## src/rtl/ram_cmd_pkg.sv

```systemverilog
// Shared types for the RAM command interface: opcodes carried in din[9:8],
// master FSM states and default widths.
package ram_cmd_pkg;

  localparam int unsigned DefAddrW   = 8;
  localparam int unsigned DefDataW   = 8;
  localparam int unsigned DefTimeout = 4;
  localparam int unsigned CntW       = 4;

  typedef enum logic [1:0] {
    OP_WR_ADDR = 2'b00,
    OP_WR_DATA = 2'b01,
    OP_RD_ADDR = 2'b10,
    OP_RD      = 2'b11
  } opcode_e;

  typedef enum logic [2:0] {
    StIdle,
    StWrAddr,
    StWrData,
    StRdAddr,
    StRdCmd,
    StRdWait,
    StResp
  } state_e;

endpackage

```

## src/rtl/ram_cmd_master.sv

```systemverilog
// Turns read/write requests into the din/rx_valid command sequence for the RAM
// slave and returns read data, a write acknowledge or a read-timeout error.
module ram_cmd_master
  import ram_cmd_pkg::*;
#(
  parameter int unsigned ADDR_W     = DefAddrW,
  parameter int unsigned DATA_W     = DefDataW,
  parameter int unsigned TIMEOUT    = DefTimeout,
  parameter int unsigned ADDR_CACHE = 1
) (
  input  logic              clk,
  input  logic              rst_n,
  input  logic              req_valid,
  output logic              req_ready,
  input  logic              req_write,
  input  logic [ADDR_W-1:0] req_addr,
  input  logic [DATA_W-1:0] req_wdata,
  output logic              rsp_valid,
  output logic [DATA_W-1:0] rsp_rdata,
  output logic              rsp_err,
  output logic [ADDR_W+1:0] din,
  output logic              rx_valid,
  input  logic [DATA_W-1:0] dout,
  input  logic              tx_valid
);

  state_e              r_state, w_state_d;
  logic [ADDR_W-1:0]   r_addr, w_addr_d;
  logic [DATA_W-1:0]   r_wdata, w_wdata_d;
  logic                r_write, w_write_d;
  logic [CntW-1:0]     r_cnt, w_cnt_d;
  logic                r_wc_vld, w_wc_vld_d;
  logic [ADDR_W-1:0]   r_wc_addr, w_wc_addr_d;
  logic                r_rc_vld, w_rc_vld_d;
  logic [ADDR_W-1:0]   r_rc_addr, w_rc_addr_d;

  logic [ADDR_W+1:0]   r_din, w_din_d;
  logic                r_rx_valid, w_rx_valid_d;
  logic                r_req_ready, w_req_ready_d;
  logic                r_rsp_valid, w_rsp_valid_d;
  logic [DATA_W-1:0]   r_rsp_rdata, w_rsp_rdata_d;
  logic                r_rsp_err, w_rsp_err_d;

  logic                w_wr_hit, w_rd_hit;

  assign w_wr_hit = (ADDR_CACHE != 0) && r_wc_vld && (r_wc_addr == req_addr);
  assign w_rd_hit = (ADDR_CACHE != 0) && r_rc_vld && (r_rc_addr == req_addr);

  always_comb begin
    w_state_d     = r_state;
    w_addr_d      = r_addr;
    w_wdata_d     = r_wdata;
    w_write_d     = r_write;
    w_cnt_d       = r_cnt;
    w_wc_vld_d    = r_wc_vld;
    w_wc_addr_d   = r_wc_addr;
    w_rc_vld_d    = r_rc_vld;
    w_rc_addr_d   = r_rc_addr;
    w_rsp_rdata_d = '0;
    w_rsp_err_d   = 1'b0;

    unique case (r_state)
      StIdle: begin
        if (req_valid) begin
          w_addr_d  = req_addr;
          w_wdata_d = req_wdata;
          w_write_d = req_write;
          if (req_write) w_state_d = w_wr_hit ? StWrData : StWrAddr;
          else           w_state_d = w_rd_hit ? StRdCmd : StRdAddr;
        end
      end
      StWrAddr: begin
        w_wc_vld_d  = 1'b1;
        w_wc_addr_d = r_addr;
        w_state_d   = StWrData;
      end
      StWrData: w_state_d = StResp;
      StRdAddr: begin
        w_rc_vld_d  = 1'b1;
        w_rc_addr_d = r_addr;
        w_state_d   = StRdCmd;
      end
      StRdCmd: begin
        w_cnt_d   = '0;
        w_state_d = StRdWait;
      end
      StRdWait: begin
        if (tx_valid) begin
          w_rsp_rdata_d = dout;
          w_state_d     = StResp;
        end else if (r_cnt == CntW'(TIMEOUT - 1)) begin
          w_rsp_err_d = 1'b1;
          w_state_d   = StResp;
        end else begin
          w_cnt_d = r_cnt + CntW'(1);
        end
      end
      StResp:  w_state_d = StIdle;
      default: w_state_d = StIdle;
    endcase

    // Outputs are registered from the next state; din stays 0 without a command
    // because the RAM decodes opcode 11 even when rx_valid is low.
    w_din_d      = '0;
    w_rx_valid_d = 1'b0;
    unique case (w_state_d)
      StWrAddr: begin
        w_din_d      = {OP_WR_ADDR, w_addr_d};
        w_rx_valid_d = 1'b1;
      end
      StWrData: begin
        w_din_d      = {OP_WR_DATA, ADDR_W'(w_wdata_d)};
        w_rx_valid_d = 1'b1;
      end
      StRdAddr: begin
        w_din_d      = {OP_RD_ADDR, w_addr_d};
        w_rx_valid_d = 1'b1;
      end
      StRdCmd: begin
        w_din_d      = {OP_RD, {ADDR_W{1'b0}}};
        w_rx_valid_d = 1'b1;
      end
      default: ;
    endcase
    w_req_ready_d = (w_state_d == StIdle);
    w_rsp_valid_d = (w_state_d == StResp);
  end

  always_ff @(posedge clk or negedge rst_n) begin
    if (!rst_n) begin
      r_state     <= StIdle;
      r_addr      <= '0;
      r_wdata     <= '0;
      r_write     <= 1'b0;
      r_cnt       <= '0;
      r_wc_vld    <= 1'b0;
      r_wc_addr   <= '0;
      r_rc_vld    <= 1'b0;
      r_rc_addr   <= '0;
      r_din       <= '0;
      r_rx_valid  <= 1'b0;
      r_req_ready <= 1'b1;
      r_rsp_valid <= 1'b0;
      r_rsp_rdata <= '0;
      r_rsp_err   <= 1'b0;
    end else begin
      r_state     <= w_state_d;
      r_addr      <= w_addr_d;
      r_wdata     <= w_wdata_d;
      r_write     <= w_write_d;
      r_cnt       <= w_cnt_d;
      r_wc_vld    <= w_wc_vld_d;
      r_wc_addr   <= w_wc_addr_d;
      r_rc_vld    <= w_rc_vld_d;
      r_rc_addr   <= w_rc_addr_d;
      r_din       <= w_din_d;
      r_rx_valid  <= w_rx_valid_d;
      r_req_ready <= w_req_ready_d;
      r_rsp_valid <= w_rsp_valid_d;
      r_rsp_rdata <= w_rsp_rdata_d;
      r_rsp_err   <= w_rsp_err_d;
    end
  end

  assign din       = r_din;
  assign rx_valid  = r_rx_valid;
  assign req_ready = r_req_ready;
  assign rsp_valid = r_rsp_valid;
  assign rsp_rdata = r_rsp_rdata;
  assign rsp_err   = r_rsp_err;

endmodule

```

## config.mk

```make
export PLATFORM = sky130hd
export DESIGN_NAME = ram_cmd_master
export DESIGN_NICKNAME = d
export VERILOG_FILES = /design/src/rtl/ram_cmd_pkg.sv /design/src/rtl/ram_cmd_master.sv
export SDC_FILE = /design/constraint.sdc
export NUM_CORES = 1
export LEC_CHECK = 0
export CAP_MARGIN = 15
export CELL_PAD_IN_SITES_DETAIL_PLACEMENT = 1
export CELL_PAD_IN_SITES_GLOBAL_PLACEMENT = 2
export CORE_MARGIN = 1.5
export CORE_UTILIZATION = 25
export DETAILED_ROUTE_END_ITERATION = 7
export PLACE_DENSITY = 0.6
export RECOVER_POWER = 50
export SLEW_MARGIN = 0
export SYNTH_ARGS = -nofsm -noshare
export SYNTH_HDL_FRONTEND = slang
export SYNTH_SLANG_ARGS = --single-unit
```

## constraint.sdc

```tcl
create_clock -name clk -period 2.79 [get_ports clk]
set_input_delay 0.279 -clock clk [delete_from_list [all_inputs] [get_ports clk]]
set_output_delay 0.279 -clock clk [all_outputs]
set_load 0.02 [all_outputs]
```

==> impl_metrics.tcl <==
set metrics [dict create \
    status "complete, but fails checks" \
    violations "max-capacitance violations, max-slew violations" \
    via_per_inst 4.423 \
    ys_types 42 \
    yosysTopAreaCellShare 0.5551 \
    first_pass_iters 3 \
    critPathBufInv 1 \
    io_buffer_count 50 \
    path_max_fanout 12 \
    reg2reg_setup_slack_ns 0.80 \
    grt.total_usage 0.1208 \
    ys_ff_latch 63 \
    diodes 0 \
    hold_violations 0 \
    power_mw 3.853 \
    synth_ff_type "dfrtp_1" \
    crit_type "in -> reg" \
    die_w_um 108.7 \
    relSlewSlack -0.05423 \
    timing.final.crit_period_ns 2.073 \
    fin_worst_skew_ns 0.01189 \
    clkTransAtPathRegs_ns 0.07 \
    worst_pin_slew_ns 1.581 \
    cts.sinks 63 \
    drt_iter0_markers 35 \
    synth_area_leaders "dfrtp_1, mux2_2, mux2i_1, xnor2_1, xor2_1" \
    antenna_found_initial 0 \
    drc_errors 0 \
    fin_util 0.3314 \
    cp-end-kind "flip-flop" \
    grt-ovfl-total 0 \
    cap_violations 1 \
    cts_resized 0 \
    leakage_nw 1.501 \
    hp-class "in -> async" \
    rsz0062_at_grt "no" \
    timing.hold.ws_ns 0.4325 \
    row_count 38 \
    clk_path_buf_depth 2 \
    crit_required_ns 3.04 \
    wirelength_um 6424 \
    layout_commonest_cell "dfrtp_1" \
    grt_first_pass_wirelength_um 10650 \
    syn_nets 250 \
    drive_above_1_share 0.2135 \
    final_cell_mix "dfrtp_1, clkdlybuf4s50_1, mux2_2, nand2_1, nand4_1" \
    cts.hold.buffers_added 0 \
    dieArea_mm2 0.01182 \
    ys_seq_area_frac 0.5645 \
    critPathLaunchType "input port" \
    netlist_area_mm2 0.002795 \
    cts_buffers 9 \
    synth_edf_count 0 \
    fp.coreArea_mm2 0.01089 \
    yosysWarnings 0 \
    fin_crit_sh 0.7431 \
    num_io_pins 51 \
    insertion_delay_ns 0.34 \
    detail-route-antenna-nets 0 \
    fin_tns_setup_ns 0 \
    die_h_um 108.7 \
    start_util 0.2567 \
    path_delay_family "simple AND/OR/NAND/NOR gates" \
    cts_root_buffer "clkbuf_8" \
    yosys.area.top_type "dfrtp_1" \
    postSynthAreaPerCell_um2 12.76 \
    grt_max_degree 64 \
    vias 1862 \
    peakVddDrop_mv 0.3589 \
    slowest_delay_ns 0.48 \
    cts_tree "built" \
    grt_pass1_vias 2028 \
    synthArstFlopShare 1.000 \
    max_freq_ghz 0.4824 \
    dp_hpwl_um 4512 \
    postCtsSetupRepairBufs 0 \
    setup_violations 0 \
    setup_ws_ns 0.7169 \
    arrival_ns 2.33 \
    detail_route.wl_per_cell_um 15.26 \
    syn2layout_area_growth_pct 29.10 \
    power_density_mw_per_mm2 1068 \
    netlist_instances 219 \
    layout.nets 308 \
    gp_congestion 0.7156 \
    final-max-slew-violation-count 64 \
    path_cells "clkdlybuf4s50_1 -> xor2_1 -> nor4_1 -> a31oi_1 -> o21bai_2 -> and2_1 -> nor3b_2" \
    cts-htree-levels 3 \
    crit_path_top_delay_cell "clkdlybuf4s50_1" \
    pre_cts_ws_ns 0.3687 \
]
-- cell type report --
cell class,instances,area [um^2]
fill,1202,7279
sequential,63,1578
multi-input combinational,144,1144
timing repair buffer,55,526.8
tap,140,175.2
clock buffer,9,123.9
clock inverter,6,46.29
inverter,4,15.01
-- per-layer routing --
metal  global-route usage  wire [um]
met5                    0          0
met2               0.2102       3282
met1               0.1415       2805
met4              0.05075         90
met3              0.02929        245
-- flip-flops by register name, indices dropped and copies added (netlist names) --
register   flops
req_ready      1
rsp_valid      1
r_rc_vld       1
r_addr         8
rx_valid       1
r_rc_addr      8
r_state        3
r_wc_addr      8
rsp_rdata      8
r_cnt          4
din           10
rsp_err        1
r_wc_vld       1
r_wdata        8
-- path summary, 6_finish.rpt --
kind / cells after the start / endpoint / from
max reg2reg: 6 / rsp_valid / r_wc_addr[4]
min reg2reg: 1 / r_rc_vld / r_rc_vld
max in group asynchronous: 2 / r_wc_addr[6] / rst_n
max: 7 / rsp_valid / req_addr[4]
min in group clk: 1 / r_rc_vld / r_rc_vld
min: 2 / rx_valid / rst_n
-- through the flow --
step	instances	area, um^2
5_1_grt	421	3608
2_1_floorplan	219	2795
6_report	421	3608
4_1_cts	421	3615
3_5_place_dp	406	3445
3_3_place_gp	406	3445
-- worst reg2reg max path, stage by stage (launching register included) --
cell      delay, ns
dfrtp_1        0.39
xor2_1         0.14
nor4_1         0.38
a31oi_1        0.15
o21bai_2       0.48
and2_1         0.22
nor3b_2        0.15
-- cell usage after synthesis (all sizes together), types with 2 or more instances --
library cell and number:
o31ai 2, nand2 15, nand2b 2, and2 10, o21ai 4, a31oi 2, a21oi 4, buf 6
nand4 11, nor3 6, mux2i 10, xnor2 10, nand3b 2, ha 2, nor4 3, inv 3
clkbuf 2, mux2 32, xor2 8, nor2 8, dfrtp 62
-- cells by family after synthesis --
group / share of synthesized area
simple gates: 0.1312
flops: 0.5645
mux: 0.1661
compound gates: 0.04656
xor+xnor: 0.05640
buf+inv: 0.02641
fa+ha+maj: 0.008951
-- power breakdown --
group / leakage (nW) / switching [mW] / internal [mW]
combinational: 0.634 / 0.860 / 0.785
clock: 0.0821 / 0.371 / 0.323
sequential: 0.785 / 0.229 / 1.28
(Power assumes the default switching activity.)
